## config.mk

```make
export PLATFORM = sky130hd
export DESIGN_NAME = vga_fb_reader
export DESIGN_NICKNAME = d
export VERILOG_FILES = /design/src/rtl/vga_fb_reader_pkg.sv /design/src/rtl/vga_fb_reader_timing_gen.sv /design/src/rtl/vga_fb_reader.sv
export SDC_FILE = /design/constraint.sdc
export NUM_CORES = 1
export LEC_CHECK = 0
export ABC_CLOCK_PERIOD_IN_PS = 5100
export CAP_MARGIN = 20
export CORE_MARGIN = 5
export CORE_UTILIZATION = 55
export DETAILED_ROUTE_END_ITERATION = 8
export PLACE_DENSITY = 0.83
export SKIP_LAST_GASP = 1
export SLEW_MARGIN = 0
export SYNTH_ARGS = -nofsm -noshare
export SYNTH_HDL_FRONTEND = slang
export SYNTH_SLANG_ARGS = --single-unit
```

## constraint.sdc

```tcl
create_clock -name pclk -period 5.1 [get_ports pclk]
set_input_delay 0.51 -clock pclk [delete_from_list [all_inputs] [get_ports pclk]]
set_output_delay 0.51 -clock pclk [all_outputs]
set_load 0.02 [all_outputs]
```

## src/rtl/vga_fb_reader_pkg.sv

```systemverilog
// Shared VGA timing constants, frame-buffer geometry and RGB332 colour helpers.
package vga_fb_reader_pkg;

  // 640x480@60 timing (clocks / lines)
  localparam int VGA_H_ACT  = 640;
  localparam int VGA_H_FP   = 16;
  localparam int VGA_H_SYNC = 96;
  localparam int VGA_H_BP   = 48;
  localparam int VGA_V_ACT  = 480;
  localparam int VGA_V_FP   = 10;
  localparam int VGA_V_SYNC = 2;
  localparam int VGA_V_BP   = 33;

  localparam int H_TOTAL      = VGA_H_ACT + VGA_H_FP + VGA_H_SYNC + VGA_H_BP;
  localparam int V_TOTAL      = VGA_V_ACT + VGA_V_FP + VGA_V_SYNC + VGA_V_BP;
  localparam int H_SYNC_START = VGA_H_ACT + VGA_H_FP;
  localparam int H_SYNC_END   = H_SYNC_START + VGA_H_SYNC;
  localparam int V_SYNC_START = VGA_V_ACT + VGA_V_FP;
  localparam int V_SYNC_END   = V_SYNC_START + VGA_V_SYNC;

  // Stored image written by the capture block
  localparam int FB_IMG_W = 320;
  localparam int FB_IMG_H = 240;
  localparam int FB_AW    = 17;
  localparam int FB_DW    = 8;

  // Counter width covers both 800 clocks and 525 lines
  localparam int CNT_W = 10;
  typedef logic [CNT_W-1:0] cnt_t;

  // RGB332 field MSB positions, shared with the capture block
  localparam int RGB332_R_MSB = 7;
  localparam int RGB332_G_MSB = 4;
  localparam int RGB332_B_MSB = 1;

  typedef struct packed {
    logic [3:0] r;
    logic [3:0] g;
    logic [3:0] b;
  } rgb444_t;

  typedef struct packed {
    logic active;
    logic hs;
    logic vs;
  } stage_ctl_t;

  // Widen RGB332 to RGB444 by replicating the top bits of each field
  function automatic rgb444_t expand_rgb332(input logic [7:0] d);
    rgb444_t c;
    c.r = {d[RGB332_R_MSB -: 3], d[RGB332_R_MSB]};
    c.g = {d[RGB332_G_MSB -: 3], d[RGB332_G_MSB]};
    c.b = {d[RGB332_B_MSB -: 2], d[RGB332_B_MSB -: 2]};
    return c;
  endfunction

endpackage

```

## src/rtl/vga_fb_reader_timing_gen.sv

```systemverilog
// Stage-0 VGA raster counters with sync, active window and frame-start decode.
module vga_fb_reader_timing_gen
  import vga_fb_reader_pkg::*;
#(
  parameter int H_ACT  = VGA_H_ACT,
  parameter int H_FP   = VGA_H_FP,
  parameter int H_SYNC = VGA_H_SYNC,
  parameter int H_BP   = VGA_H_BP,
  parameter int V_ACT  = VGA_V_ACT,
  parameter int V_FP   = VGA_V_FP,
  parameter int V_SYNC = VGA_V_SYNC,
  parameter int V_BP   = VGA_V_BP
) (
  input  logic pclk,
  input  logic rst,
  output cnt_t h_cnt,
  output cnt_t v_cnt,
  output logic active,
  output logic hs,
  output logic vs,
  output logic frame_start
);

  localparam int H_LAST = H_ACT + H_FP + H_SYNC + H_BP - 1;
  localparam int V_LAST = V_ACT + V_FP + V_SYNC + V_BP - 1;
  localparam int H_SS   = H_ACT + H_FP;
  localparam int H_SE   = H_SS + H_SYNC;
  localparam int V_SS   = V_ACT + V_FP;
  localparam int V_SE   = V_SS + V_SYNC;

  cnt_t h_cnt_q, h_cnt_d;
  cnt_t v_cnt_q, v_cnt_d;

  // Advance the pixel counter; bump the line counter when a line wraps
  always_comb begin
    h_cnt_d = h_cnt_q + 1'b1;
    v_cnt_d = v_cnt_q;
    if (h_cnt_q == cnt_t'(H_LAST)) begin
      h_cnt_d = '0;
      if (v_cnt_q == cnt_t'(V_LAST)) begin
        v_cnt_d = '0;
      end else begin
        v_cnt_d = v_cnt_q + 1'b1;
      end
    end
  end

  // Raster position registers, cleared straight back to the top-left pixel
  always_ff @(posedge pclk or negedge rst) begin
    if (!rst) begin
      h_cnt_q <= '0;
      v_cnt_q <= '0;
    end else begin
      h_cnt_q <= h_cnt_d;
      v_cnt_q <= v_cnt_d;
    end
  end

  assign h_cnt  = h_cnt_q;
  assign v_cnt  = v_cnt_q;
  assign active = (h_cnt_q < cnt_t'(H_ACT)) && (v_cnt_q < cnt_t'(V_ACT));
  assign hs     = !((h_cnt_q >= cnt_t'(H_SS)) && (h_cnt_q < cnt_t'(H_SE)));
  assign vs     = !((v_cnt_q >= cnt_t'(V_SS)) && (v_cnt_q < cnt_t'(V_SE)));
  // Gated by reset so the pulse stays low while the block is held in reset
  assign frame_start = rst && (h_cnt_q == '0) && (v_cnt_q == '0);

endmodule

```

## src/rtl/vga_fb_reader.sv

```systemverilog
// Frame-buffer reader: 2x-scaled 320x240 RGB332 image onto 640x480 RGB444 VGA.
module vga_fb_reader
  import vga_fb_reader_pkg::*;
#(
  parameter int AW     = FB_AW,
  parameter int DW     = FB_DW,
  parameter int IMG_W  = FB_IMG_W,
  parameter int IMG_H  = FB_IMG_H,
  parameter int H_ACT  = VGA_H_ACT,
  parameter int H_FP   = VGA_H_FP,
  parameter int H_SYNC = VGA_H_SYNC,
  parameter int H_BP   = VGA_H_BP,
  parameter int V_ACT  = VGA_V_ACT,
  parameter int V_FP   = VGA_V_FP,
  parameter int V_SYNC = VGA_V_SYNC,
  parameter int V_BP   = VGA_V_BP
) (
  input  logic          pclk,
  input  logic          rst,
  input  logic [DW-1:0] rd_data,
  output logic [AW-1:0] rd_addr,
  output logic          rd_en,
  output logic          vga_hsync,
  output logic          vga_vsync,
  output logic [3:0]    vga_r,
  output logic [3:0]    vga_g,
  output logic [3:0]    vga_b,
  output logic          frame_start
);

  localparam int H_LAST    = H_ACT + H_FP + H_SYNC + H_BP - 1;
  localparam int LAST_LINE = 2 * IMG_H - 1;

  cnt_t h_cnt, v_cnt;
  logic active0, hs0, vs0;

  vga_fb_reader_timing_gen #(
    .H_ACT (H_ACT),  .H_FP (H_FP),  .H_SYNC (H_SYNC),  .H_BP (H_BP),
    .V_ACT (V_ACT),  .V_FP (V_FP),  .V_SYNC (V_SYNC),  .V_BP (V_BP)
  ) u_timing (
    .pclk        (pclk),
    .rst         (rst),
    .h_cnt       (h_cnt),
    .v_cnt       (v_cnt),
    .active      (active0),
    .hs          (hs0),
    .vs          (vs0),
    .frame_start (frame_start)
  );

  logic [AW-1:0] rd_addr_q, rd_addr_d;
  logic [AW-1:0] line_base_q, line_base_d;

  // Incremental addressing: step every second pixel, re-point at each line end
  always_comb begin
    rd_addr_d   = rd_addr_q;
    line_base_d = line_base_q;
    if (h_cnt == cnt_t'(H_LAST)) begin
      if (v_cnt == cnt_t'(LAST_LINE)) begin
        rd_addr_d   = '0;
        line_base_d = '0;
      end else if (v_cnt < cnt_t'(LAST_LINE)) begin
        if (v_cnt[0]) begin
          line_base_d = line_base_q + AW'(IMG_W);
        end
        rd_addr_d = line_base_d;
      end
    end else if (active0 && h_cnt[0] && (h_cnt != cnt_t'(H_ACT - 1))) begin
      rd_addr_d = rd_addr_q + 1'b1;
    end
  end

  // Address and line-base registers
  always_ff @(posedge pclk or negedge rst) begin
    if (!rst) begin
      rd_addr_q   <= '0;
      line_base_q <= '0;
    end else begin
      rd_addr_q   <= rd_addr_d;
      line_base_q <= line_base_d;
    end
  end

  assign rd_addr = rd_addr_q;
  assign rd_en   = rst && active0;

  stage_ctl_t ctl1_q, ctl1_d;
  logic       hsync_q, hsync_d;
  logic       vsync_q, vsync_d;
  rgb444_t    rgb_q, rgb_d;

  // Delay control alongside the RAM latency, then form the pin values
  always_comb begin
    ctl1_d.active = active0;
    ctl1_d.hs     = hs0;
    ctl1_d.vs     = vs0;
    hsync_d       = ctl1_q.hs;
    vsync_d       = ctl1_q.vs;
    rgb_d         = '0;
    if (ctl1_q.active) begin
      rgb_d = expand_rgb332(rd_data);
    end
  end

  // Pipeline registers; syncs idle high, colour black
  always_ff @(posedge pclk or negedge rst) begin
    if (!rst) begin
      ctl1_q  <= '{active: 1'b0, hs: 1'b1, vs: 1'b1};
      hsync_q <= 1'b1;
      vsync_q <= 1'b1;
      rgb_q   <= '0;
    end else begin
      ctl1_q  <= ctl1_d;
      hsync_q <= hsync_d;
      vsync_q <= vsync_d;
      rgb_q   <= rgb_d;
    end
  end

  assign vga_hsync = hsync_q;
  assign vga_vsync = vsync_q;
  assign vga_r     = rgb_q.r;
  assign vga_g     = rgb_q.g;
  assign vga_b     = rgb_q.b;

endmodule

```

Yosys cells after proc, flatten, opt, wreduce, memory -nomap -nowiden
Index checks and enable logic that the tools add are counted.
{"block": "word_totals", "register_bits": 71, "in_bits": 10, "output_inout_bits": 33}
{"block": "classes", "addsub": 4, "magnitude_cmp": 7, "eq_ne": 5, "muxes": 8, "n_reduce_logical": 16}
{"op": "$mux W17", "n": 5}
{"op": "$lt A10 B9 Y1 const B", "n": 3}
{"op": "$add A10 B1 Y10 const B", "n": 2}
{"op": "$eq A10 B10 Y1 const B", "n": 2}
{"op": "$logic_not A10 Y1", "n": 2}
{"op": "$lt A10 B10 Y1 const B", "n": 2}
{"op": "$mux W10", "n": 2}
{"op": "$add A17 B1 Y17 const B", "n": 1}
{"op": "$add A17 B9 Y17 const B", "n": 1}
{"op": "$mux W12", "n": 1}
{"op": "$eq A10 B9 Y1 const B", "n": 1}
{"op": "$ge A10 B10 Y1 const B", "n": 1}
{"op": "$ge A10 B9 Y1 const B", "n": 1}
{"op": "$ne A10 B10 Y1 const B", "n": 1}
{"op": "$logic_and A1 B1 Y1", "n": 8}
{"op": "$reduce_and A2 Y1", "n": 2}
{"op": "$reduce_bool A2 Y1", "n": 2}
{"op": "$ne A3 B1 Y1 const B", "n": 1}
{"op": "$logic_not A1 Y1", "n": 2}

Logic depth before layout (Yosys ltp)
{"block": "depth", "depth_word": 6, "depth_mapped": 8}

Hierarchy
From an unflattened synthesis, not the netlist that was laid out.
{"block": "unflattened", "cells_unflattened": 373, "hier_area_um2": 3609.7}
{"mod": "vga_fb_reader", "instances": 1, "cells_each": 265, "area_each_um2": 2517.4, "seq_area_each_um2": 1181.1}
{"mod": "vga_fb_reader_timing_gen", "instances": 1, "cells_each": 108, "area_each_um2": 1092.3, "seq_area_each_um2": 500.5}

Least setup slack after synthesis
No wires, ideal clock.
{"block": "synth_path", "path_kind": "reg2out", "from": "register u_timing.v_cnt_q[7], in the netlist u_timing.v_cnt[7]", "to": "output port frame_start", "arrival_time_ps": 1776, "required_time_ps": 4590, "slack_ps": 2814, "path_stages_with_launch": 4, "n_path_buf": 0, "path_cell_list": "dfrtp_1 -> or4_1 -> or3_1 -> nor3_1"}
{"block": "synth_via", "elab_chain_len": 2}
{"element": "start: declaration", "line": "vga_fb_reader_timing_gen.sv:32", "source": "cnt_t v_cnt_q, v_cnt_d;"}
{"element": "start signal: assignment", "line": "vga_fb_reader_timing_gen.sv:55", "source": "v_cnt_q <= v_cnt_d;"}
{"element": "$logic_not A10 Y1", "line": "vga_fb_reader_timing_gen.sv:65", "source": "assign frame_start = rst && (h_cnt_q == '0) && (v_cnt_q == '0);"}
{"element": "$logic_and A1 B1 Y1", "line": "vga_fb_reader_timing_gen.sv:65"}
{"element": "end: declaration", "line": "vga_fb_reader.sv:28", "source": "output logic frame_start"}
Every way passes these cells.

Worst setup path in the final report
{"block": "layout_path", "from": "register u_timing.v_cnt_q[0], in the netlist u_timing.v_cnt[0]", "to": "output port frame_start"}
The elaborated chain is that of the path after synthesis.

==> flow_results.xml <==
<?xml version="1.0" encoding="UTF-8"?>
<metrics>
  <group name="status">
    <metric name="outcome" unit="">finished, final reports clean</metric>
  </group>
  <group name="floorplan">
    <metric name="die-area" unit="mm²">0.00811</metric>
    <metric name="die_height" unit="µm">90.0</metric>
    <metric name="floorplan.core_area" unit="mm²">0.00628</metric>
    <metric name="start_util" unit="%">56.1</metric>
    <metric name="io_pins" unit="">43</metric>
    <metric name="die_w" unit="µm">90.0</metric>
    <metric name="num_rows" unit="">29</metric>
  </group>
  <group name="routing">
    <metric name="avgViaCountPerCell" unit="">6.11</metric>
    <metric name="wl_per_cell" unit="µm">17.1</metric>
    <metric name="initialDrtViolationCount" unit="">226</metric>
    <metric name="ant_nets" unit="">0</metric>
    <metric name="drtPass1Iterations" unit="">6</metric>
    <metric name="post-route-drc-count" unit="">0</metric>
    <metric name="finalWirelength" unit="µm">8300</metric>
    <metric name="num_vias" unit="">2963</metric>
  </group>
  <group name="min_path">
    <metric name="holdPathEnd" unit="">vga_vsync</metric>
    <metric name="min_from" unit="">vsync_d</metric>
    <metric name="hold_depth" unit="">0</metric>
    <metric name="holdCritPathClass" unit="">flop to flop</metric>
  </group>
  <group name="critical_path">
    <metric name="worst-path-max-fanout" unit="">17</metric>
    <metric name="criticalPathCategory" unit="">flop to primary output</metric>
    <metric name="worst-endpoint-required" unit="ps">4590</metric>
    <metric name="r2r.worst_path.cells" unit="">6</metric>
    <metric name="critical-path-max-stage-delay" unit="ps">630</metric>
    <metric name="cpLargestDelayFamily" unit="">buffers and inverters</metric>
    <metric name="critical_path.startpoint_type" unit="">flop</metric>
    <metric name="path_cells" unit="">inv_1, ha_1, nand2b_1, or3_1, nor3_1, clkdlybuf4s50_1</metric>
    <metric name="critPathArrivalTime" unit="ps">2550</metric>
    <metric name="worst_r2r_startpoint" unit="">u_timing.h_cnt[0]</metric>
    <metric name="cp.buffers_inverters" unit="">2</metric>
    <metric name="critical_path.reg2reg.endpoint" unit="">rd_addr[13]</metric>
    <metric name="end_kind" unit="">primary output</metric>
    <metric name="r2r_setup_slack" unit="ps">2330</metric>
    <metric name="cpMaxStageDelayCell" unit="">clkdlybuf4s50_1</metric>
  </group>
  <group name="sta">
    <metric name="final.setup.tns" unit="ps">0</metric>
    <metric name="transition_time_at_the_pin_with_the_least_slew_margin" unit="ps">891</metric>
    <metric name="finalCritPeriodShare" unit="%">59.9</metric>
    <metric name="finalHoldViolCount" unit="">0</metric>
    <metric name="highest_attainable_clock_frequency" unit="MHz">327</metric>
    <metric name="fin_skew" unit="ps">6.31</metric>
    <metric name="setup_repair_after_global_routing_missed_its_margin" unit="">false</metric>
    <metric name="timing.slew.headroom" unit="%">40.1</metric>
    <metric name="number_of_slew_limit_violations_in_the_final_report" unit="">0</metric>
    <metric name="post_route_minimum_period" unit="ps">3060</metric>
    <metric name="setup_violations" unit="">0</metric>
  </group>
  <group name="logic_synthesis">
    <metric name="synth_fa_ha_area_share" unit="%">2.13</metric>
    <metric name="share_of_cell_area_taken_by_muxes_after_synthesis" unit="%">1.56</metric>
    <metric name="synth-warning-count" unit="">0</metric>
    <metric name="yosys.area_share.simple" unit="%">21.9</metric>
    <metric name="yosys.cell_types.count" unit="">58</metric>
    <metric name="sequential_fraction_of_the_synthesis_area" unit="%">47.7</metric>
    <metric name="number_of_enable_type_register_cells_in_the_synthesized_netlist" unit="">0</metric>
    <metric name="post_synth_inst_count" unit="">370</metric>
    <metric name="synth_top_family_by_area" unit="">simple AND/OR/NAND/NOR gates</metric>
    <metric name="synthFlopType" unit="">dfrtp_1</metric>
    <metric name="synth-compound-area-share" unit="%">17.1</metric>
    <metric name="synthXorXnorAreaFrac" unit="%">4.47</metric>
    <metric name="synth-seq-cells" unit="">67</metric>
    <metric name="syn_area_per_cell" unit="µm²">9.52</metric>
    <metric name="syn_area" unit="mm²">0.00352</metric>
    <metric name="async_flop_share" unit="%">100</metric>
    <metric name="postSynthNetCount" unit="">386</metric>
  </group>
  <group name="placement">
    <metric name="dp.cells" unit="">469</metric>
    <metric name="place_hpwl" unit="µm">5480</metric>
    <metric name="global_placement_routability_congestion" unit="">0.864</metric>
    <metric name="placement.io_buffers" unit="">42</metric>
  </group>
  <group name="pwr">
    <metric name="p_per_area" unit="mW/mm²">244</metric>
    <metric name="vdd_ir_drop_max" unit="mV">0.232</metric>
    <metric name="cellLeakagePower" unit="nW">1.78</metric>
  </group>
  <group name="grt">
    <metric name="grt_remaining_overflow" unit="">0</metric>
    <metric name="pin_count_of_the_biggest_net_entering_global_routing" unit="">69</metric>
    <metric name="wire_length_of_the_first_global_routing_pass" unit="µm">13800</metric>
    <metric name="first_global_vias" unit="">2791</metric>
    <metric name="grt_use_total" unit="%">20.3</metric>
    <metric name="number_of_antenna_violations_at_the_first_check_in_global_routing" unit="">0</metric>
  </group>
  <group name="run">
    <metric name="max_cap_viol_count" unit="">0</metric>
  </group>
  <group name="final_layout">
    <metric name="nFillCells" unit="">486</metric>
    <metric name="layout_overhead_on_the_synthesized_area" unit="%">17.8</metric>
    <metric name="final_layout_size_suffix_gt1_share" unit="%">9.56</metric>
    <metric name="finalNonFillerCells" unit="">485</metric>
    <metric name="fin_nets" unit="">419</metric>
    <metric name="antenna_cells_inserted" unit="">0</metric>
  </group>
  <group name="clock_network">
    <metric name="cts.reportedPaths.clkPinSlew" unit="ps">70</metric>
    <metric name="cts-buffers-inserted" unit="">9</metric>
    <metric name="tritoncts" unit="">yes</metric>
    <metric name="post_cts_resized" unit="">0</metric>
    <metric name="cts-root-to-sink-buffers" unit="">2</metric>
    <metric name="post-cts-setup-buffer-count" unit="">0</metric>
    <metric name="clock_insertion_delay_at_the_later_pin_of_the_skew_report" unit="ps">340</metric>
    <metric name="clkSinkCount" unit="">67</metric>
    <metric name="clk_root_buffer_cell" unit="">clkbuf_8</metric>
    <metric name="clock_tree.htree_level_count" unit="">3</metric>
    <metric name="cts_hold_buf" unit="">0</metric>
  </group>
</metrics>
-- placed cells by master (no fill, tap or decap), drive strengths merged, types with 9 or more instances in the layout --
cell / netlist / final
nand2: 20 / 20
clkdlybuf4s50: 0 / 41
nor3: 10 / 10
nor2: 22 / 22
nand4: 11 / 11
nor4: 10 / 10
and2: 17 / 17
inv: 14 / 14
clkbuf: 13 / 11
xnor2: 9 / 9
xor2: 9 / 9
dfrtp: 63 / 63
nand3: 17 / 17
o21ai: 34 / 34
a21oi: 30 / 30
-- flip-flops by register name (all words and copies together) (netlist names), 2 cells and up --
signal,flops
u_timing.v_cnt,10
u_timing.h_cnt,10
rd_addr,17
vga_g,3
vga_b,2
line_base_q,17
vga_r,3
-- kinds of logic (layout without fill, tap and decap cells) --
family / Yosys count / count (layout)
compound gates: 99 / 99
xor+xnor: 18 / 18
fa+ha+maj: 6 / 6
buf+inv: 39 / 77
flops: 67 / 67
mux: 5 / 5
simple gates: 136 / 136
-- worst register-to-register path: cells and delay by family (launching register included) --
family          cells  cell delay, ps
simple gates        2             890
flops               1             470
compound gates      3            1010
fa+ha+maj           1             290
-- cell type report --
| cell class | count | area (µm²) | area share (%) |
|---|---|---|---|
| Sequential cell | 67 | 1680 | 40.5 |
| Multi-Input combinational cell | 264 | 1670 | 40.3 |
| Timing Repair Buffer | 47 | 453 | 10.9 |
| Clock buffer | 11 | 141 | 3.41 |
| Tap cell | 77 | 96.3 | 2.32 |
| Clock inverter | 5 | 53.8 | 1.30 |
| Inverter | 14 | 52.6 | 1.27 |
-- synth_stat cells (2+ instances only) --
library cell  instances  share of area (%)
xor2_1                9                2.2
buf_2                 6               0.85
xnor2_1               9                2.2
o211ai_1              2               0.43
and3_1                4               0.71
nor4_1                9                1.6
and2_1               17                3.0
nand3_1              17                2.4
a21o_1                4               0.85
nor3_1                9                1.3
clkbuf_1             12                1.3
a21oi_2               2               0.50
nand2b_1              5               0.89
nand2_1              20                2.1
ha_1                  6                2.1
mux2_2                4                1.3
o22ai_1               5               0.89
or4_1                 4               0.85
nor2_1               22                2.3
o211a_1               2               0.57
dfstp_2               4                3.0
a31oi_1               2               0.36
buf_4                 4               0.85
or3_1                 5               0.89
dfrtp_1              63                 45
nand4_1              10                1.8
inv_1                14                1.5
o21ai_0              34                4.8
nor3b_1               2               0.43
o31ai_1               6                1.3
or2_2                 2               0.36
a221oi_1              3               0.75
a21oi_1              28                4.0
-- how the worst max path moves through the flow --
stage / start / to / slack, ps / cells past startpoint
after floorplan: u_timing.v_cnt[7] / frame_start / 2810 / 3
after global placement: rst / rd_en / 2400 / 4
after detailed placement: rst / rd_en / 2370 / 4
after CTS: u_timing.v_cnt[0] / frame_start / 2040 / 6
after global routing: u_timing.v_cnt[5] / rd_en / 1870 / 4
final: u_timing.v_cnt[0] / frame_start / 2040 / 6
-- per-stage QoR --
step	worst slack (ps)	cell area (µm²)	power [mW]	utilization, %	hold slack (ps)
6_report	2040	4150	1.01	66.1	357
3_3_place_gp	2400	3950	0.583	63.0	348
2_1_floorplan	2810	3520	0.558	-	214
4_1_cts	2040	4150	1.02	66.1	357
3_5_place_dp	2370	3950	0.584	63.0	348
5_1_grt	1870	4150	1.05	66.1	362
-- per-layer routing --
| layer | share of wire [%] | GRT usage [%] | vias up |
|---|---|---|---|
| met5 | 0 | 0 | - |
| met4 | 0.92 | 3.85 | 0 |
| met3 | 7.2 | 6.43 | 13 |
| met2 | 48 | 32.6 | 126 |
| met1 | 43 | 27.4 | 1421 |
| li1 | - | - | 1403 |
-- power breakdown --
group	total, mW	internal (mW)	leakage [nW]	switching [mW]
Clock	0.439	0.238	0.103	0.201
Combinational	0.0371	0.0165	0.801	0.0206
Sequential	0.536	0.534	0.875	0.00115
Total	1.01	0.789	1.78	0.223
Note: power is estimated with default switching activity, not from simulation.
